[src/rtl/ram_access_ctrl.sv]
// Byte-addressed host port in front of a word-wide RAM.
// Partial stores become read-modify-write; out-of-range indices get an error response.
module ram_access_ctrl #(
  parameter int unsigned DEPTH = 32'd16777216
) (
  input  logic        clk,
  input  logic        rst,
  input  logic        req_valid,
  output logic        req_ready,
  input  logic        req_we,
  input  logic [31:0] req_addr,
  input  logic [31:0] req_wdata,
  input  logic [3:0]  req_be,
  output logic        resp_valid,
  output logic        resp_err,
  output logic [31:0] resp_rdata,
  output logic        ram_cen,
  output logic        ram_wen,
  output logic [31:0] ram_addr,
  output logic [31:0] ram_din,
  input  logic [31:0] ram_dout
);

  typedef enum logic [1:0] {
    IDLE,
    RD,
    WR,
    RESP
  } state_t;

  localparam logic [32:0] DEPTH_W = 33'(DEPTH);

  state_t      state;
  logic        we_q;
  logic [31:0] wdata_q;
  logic [3:0]  be_q;

  logic [29:0] idx;
  logic        oob;
  logic        is_err;
  logic        is_ld;
  logic        is_full;
  logic        is_nop;
  logic        unused_addr_lsb;

  assign idx = req_addr[31:2];
  assign unused_addr_lsb = ^req_addr[1:0];

  // Full 30-bit index compare, widened so DEPTH >= 2^30 still works.
  assign oob     = {3'b000, idx} >= DEPTH_W;
  assign is_err  = oob;
  assign is_ld   = !oob && !req_we;
  assign is_full = !oob && req_we && (req_be == 4'hF);
  assign is_nop  = !oob && req_we && (req_be == 4'h0);

  function automatic logic [31:0] merge(
    input logic [31:0] old,
    input logic [31:0] nw,
    input logic [3:0]  be
  );
    logic [31:0] r;
    for (int b = 0; b < 4; b++) begin
      r[8*b +: 8] = be[b] ? nw[8*b +: 8] : old[8*b +: 8];
    end
    return r;
  endfunction

  always_ff @(posedge clk or posedge rst) begin
    if (rst) begin
      state      <= IDLE;
      we_q       <= 1'b0;
      wdata_q    <= '0;
      be_q       <= '0;
      req_ready  <= 1'b1;
      resp_valid <= 1'b0;
      resp_err   <= 1'b0;
      resp_rdata <= '0;
      ram_cen    <= 1'b0;
      ram_wen    <= 1'b0;
      ram_addr   <= '0;
      ram_din    <= '0;
    end else begin
      unique case (state)
        IDLE: begin
          if (req_valid) begin
            we_q      <= req_we;
            wdata_q   <= req_wdata;
            be_q      <= req_be;
            ram_addr  <= {2'b00, idx};
            req_ready <= 1'b0;
            unique case (1'b1)
              is_err: begin
                state      <= RESP;
                resp_valid <= 1'b1;
                resp_err   <= 1'b1;
                resp_rdata <= '0;
              end
              is_ld: begin
                state   <= RD;
                ram_cen <= 1'b1;
                ram_wen <= 1'b0;
              end
              is_full: begin
                state   <= WR;
                ram_cen <= 1'b1;
                ram_wen <= 1'b1;
                ram_din <= req_wdata;
              end
              is_nop: begin
                state      <= RESP;
                resp_valid <= 1'b1;
                resp_err   <= 1'b0;
                resp_rdata <= '0;
              end
              default: begin
                state   <= RD;
                ram_cen <= 1'b1;
                ram_wen <= 1'b0;
              end
            endcase
          end
        end
        RD: begin
          if (!we_q) begin
            state      <= RESP;
            ram_cen    <= 1'b0;
            resp_valid <= 1'b1;
            resp_err   <= 1'b0;
            resp_rdata <= ram_dout;
          end else begin
            // Old word is merged here so WR only has to drive it.
            state   <= WR;
            ram_wen <= 1'b1;
            ram_din <= merge(ram_dout, wdata_q, be_q);
          end
        end
        WR: begin
          state      <= RESP;
          ram_cen    <= 1'b0;
          ram_wen    <= 1'b0;
          resp_valid <= 1'b1;
          resp_err   <= 1'b0;
          resp_rdata <= '0;
        end
        RESP: begin
          state      <= IDLE;
          resp_valid <= 1'b0;
          resp_err   <= 1'b0;
          resp_rdata <= '0;
          req_ready  <= 1'b1;
        end
      endcase
    end
  end

endmodule

[config.mk]
export PLATFORM = sky130hd
export DESIGN_NAME = ram_access_ctrl
export DESIGN_NICKNAME = d
export VERILOG_FILES = /design/src/rtl/ram_access_ctrl.sv
export SDC_FILE = /design/constraint.sdc
export NUM_CORES = 1
export LEC_CHECK = 0
export ABC_CLOCK_PERIOD_IN_PS = 5700
export BUFFER_PORTS_ARGS = -buffer_cell sky130_fd_sc_hd__buf_2
export CORE_ASPECT_RATIO = 0.6
export CORE_MARGIN = 2
export CORE_UTILIZATION = 30
export DETAILED_ROUTE_END_ITERATION = 8
export GPL_TIMING_DRIVEN = 1
export HOLD_SLACK_MARGIN = 0.06
export PLACE_DENSITY = 0.63
export SKIP_LAST_GASP = 1
export SYNTH_ARGS = -nofsm -noshare
export SYNTH_HDL_FRONTEND = slang
export SYNTH_SLANG_ARGS = --single-unit
[constraint.sdc]
create_clock -name clk -period 5.7 [get_ports clk]
set_input_delay 1.14 -clock clk [delete_from_list [all_inputs] [get_ports clk]]
set_output_delay 1.14 -clock clk [all_outputs]
set_load 0.01 [all_outputs]
==> flow_metrics.py <==
metrics = {
    "outcome": {
        "status": "complete, no violations",
    },
    "worst_setup_path": {
        "path_max_fanout": 34,
        "critPathKind": "in2reg",
        "cp.required_ps": 6010,
        "rr_startpoint": "state[1]",
        "start_kind": "input port",
        "crit_start": "req_addr[30]",
        "cp.arrival_ps": 3720,
        "end_kind": "flop",
    },
    "clock_tree": {
        "tritoncts": "built",
        "numCtsBuffers": 17,
        "post_cts_resized": 0,
        "cts-htree-levels": 4,
        "max-clock-path-buffers": 2,
        "postCtsSetupBuffers": 0,
        "cts.clk_slew.worst_paths_ps": 60,
        "clock_latency_ps": 420,
        "cts.hold.buffers_added": 0,
        "numClockSinks": 138,
        "cts_root_buf": "clkbuf_16",
    },
    "sta": {
        "rsz0062_at_grt": "false",
        "finalHoldViolations": 0,
        "fmax_mhz": 293,
        "setup_viol": 0,
        "period_needed_ps": 3410,
        "finalCritPeriodShare": 0.599,
        "tightest_slew_ps": 1060,
        "setup_ws_ps": 2290,
        "setup_tns_ps": 0,
        "slew_headroom": 0.295,
        "slew_violations": 0,
        "clock_skew_ps": 6.33,
    },
    "die": {
        "core_um2": 20900,
        "die_h_um": 117,
        "die_area_um2": 22400,
        "fp-row-count": 41,
        "initial_core_util": 0.304,
        "die_x_um": 192,
        "io_pins": 205,
    },
    "hold_path": {
        "hold_class": "reg2reg",
        "min_from": "ram_wen",
    },
    "routing": {
        "wl_mm": 16.9,
        "firstDrtPassIters": 4,
        "vias_per_cell": 4.75,
        "drt_iter0_drc": 175,
        "vias": 4607,
        "wl_per_cell_um": 17.5,
        "drc": 0,
        "ant_nets": 0,
    },
    "logic_synthesis": {
        "ys.flop_type": "dfrtp_1",
        "ys_warn_count": 0,
        "synthArstFlopShare": 1.00,
        "synthTopCellsByCount": "dfrtp_1, mux2_2, a21oi_1",
        "synthCells": 489,
        "ys_seq_area_frac": 0.544,
        "netlist_top_cells_area": "dfrtp_1, mux2_2, mux2_4, mux2i_1, a31o_2",
        "synth-seq-cells": 138,
        "synth_edf_count": 0,
        "synth_area_um2": 6350,
        "synth_top_area_frac": 0.539,
        "yosysMostFrequentCell": "dfrtp_1",
        "synth_largest_area_cell": "dfrtp_1",
        "syn_area_per_cell_um2": 13.0,
        "synth_cell_types": 37,
    },
    "pwr": {
        "leakage_nw": 4.12,
        "power.density_nw_per_um2": 585,
        "peakVddDrop_mv": 0.248,
        "p_total_mw": 4.78,
    },
    "global_route": {
        "gr-usage-met3": 0.0595,
        "overflow": 0,
        "grt_usage": 0.157,
        "grt_use_met2": 0.224,
        "antenna_found_initial": 1,
        "grt_pass1_wl_mm": 26.1,
        "top_usage_layer": "met2",
        "grt_max_degree": 71,
        "grt_pass1_vias": 4533,
        "met1_usage": 0.221,
    },
    "placement": {
        "dp_hpwl_mm": 11.0,
        "dp_slack_ps": 1870,
        "place.gp.congestion": 0.809,
        "port-buffer-count": 200,
    },
    "finish": {
        "drive_gt1_frac": 0.550,
        "num-fill-cells": 2084,
        "utilization": 0.392,
        "syn2layout_area_growth_pct": 28.8,
        "final_nets": 785,
    },
    "job": {
        "drv_cap": 0,
    },
}
## final timing paths
path	to	slack (ps)	cells past startpoint
worst max-delay path	resp_rdata[26]	2290	5
worst max register to register	resp_rdata[26]	2550	5
worst min-delay path	ram_wen	490	1
worst min register to register	ram_wen	490	1
min in group asynchronous	ram_addr[8]	810	2
max in group asynchronous	resp_rdata[14]	3930	3
## sequential cells by signal (all words and copies together), names as in the netlist
signal      count
be_q            4
ram_addr       30
ram_cen         1
ram_din        32
ram_wen         1
req_ready       1
resp_err        1
resp_rdata     32
resp_valid      1
state           2
wdata_q        32
we_q            1
## cell usage in the layout, fill, tap and decap left out, types with 17 or more instances in the layout
master,instances
a21oi_1,36
a31o_2,32
and3_1,33
buf_2,200
clkbuf_16,17
dfrtp_1,137
mux2_2,68
mux2_4,30
mux2i_1,34
nor2_1,35
## through the flow
step                hold slack, ps  cell area [µm²]  std cells
finish                         494             8180        969
global route                   508             8180        968
CTS                            500             8180        968
detailed placement             487             7600        936
global placement               475             7600        936
floorplan                      479             6360        490
## cell type report
cell class | count | area, µm² | share of cell area
Timing Repair Buffer | 205 | 1040 | 0.127
Clock inverter | 12 | 123 | 0.0150
Sequential cell | 138 | 3450 | 0.422
Multi-Input combinational cell | 307 | 2730 | 0.333
Inverter | 7 | 31.3 | 0.00382
Clock buffer | 20 | 457 | 0.0558
Antenna cell | 1 | 2.50 | 0.000306
Tap cell | 279 | 349 | 0.0427
## layer usage
layer,vias to the layer above,routed length [µm]
li1,2156,-
met2,144,6880
met5,-,7
met1,2291,8540
met3,14,1300
met4,2,179
## worst max-delay path: stages
cell     delay, ps
buf_2          120
nor4_4         490
a221o_2        740
nand2_2        730
a31o_2         480
## logic make-up (layout without fill, tap and decap cells)
family	count (synthesis)	after routing	share of synthesized area
flip-flops	138	138	0.544
multiplexers	133	133	0.247
AND/OR/NAND/NOR	85	85	0.0742
buffers and inverters	45	244	0.0325
AO/OA/AOI/OAI	82	82	0.0925
other	1	3	0.000590
adder cells (fa/ha/maj)	5	5	0.00984
## where the power goes
group          switching [mW]  leakage, nW  internal, mW  total (mW)
logic                   0.943         2.16         0.982        1.92
registers               0.305         1.68          1.45        1.76
clock network           0.440        0.286         0.664        1.10
No activity file was read; power rests on OpenSTA's default activity.
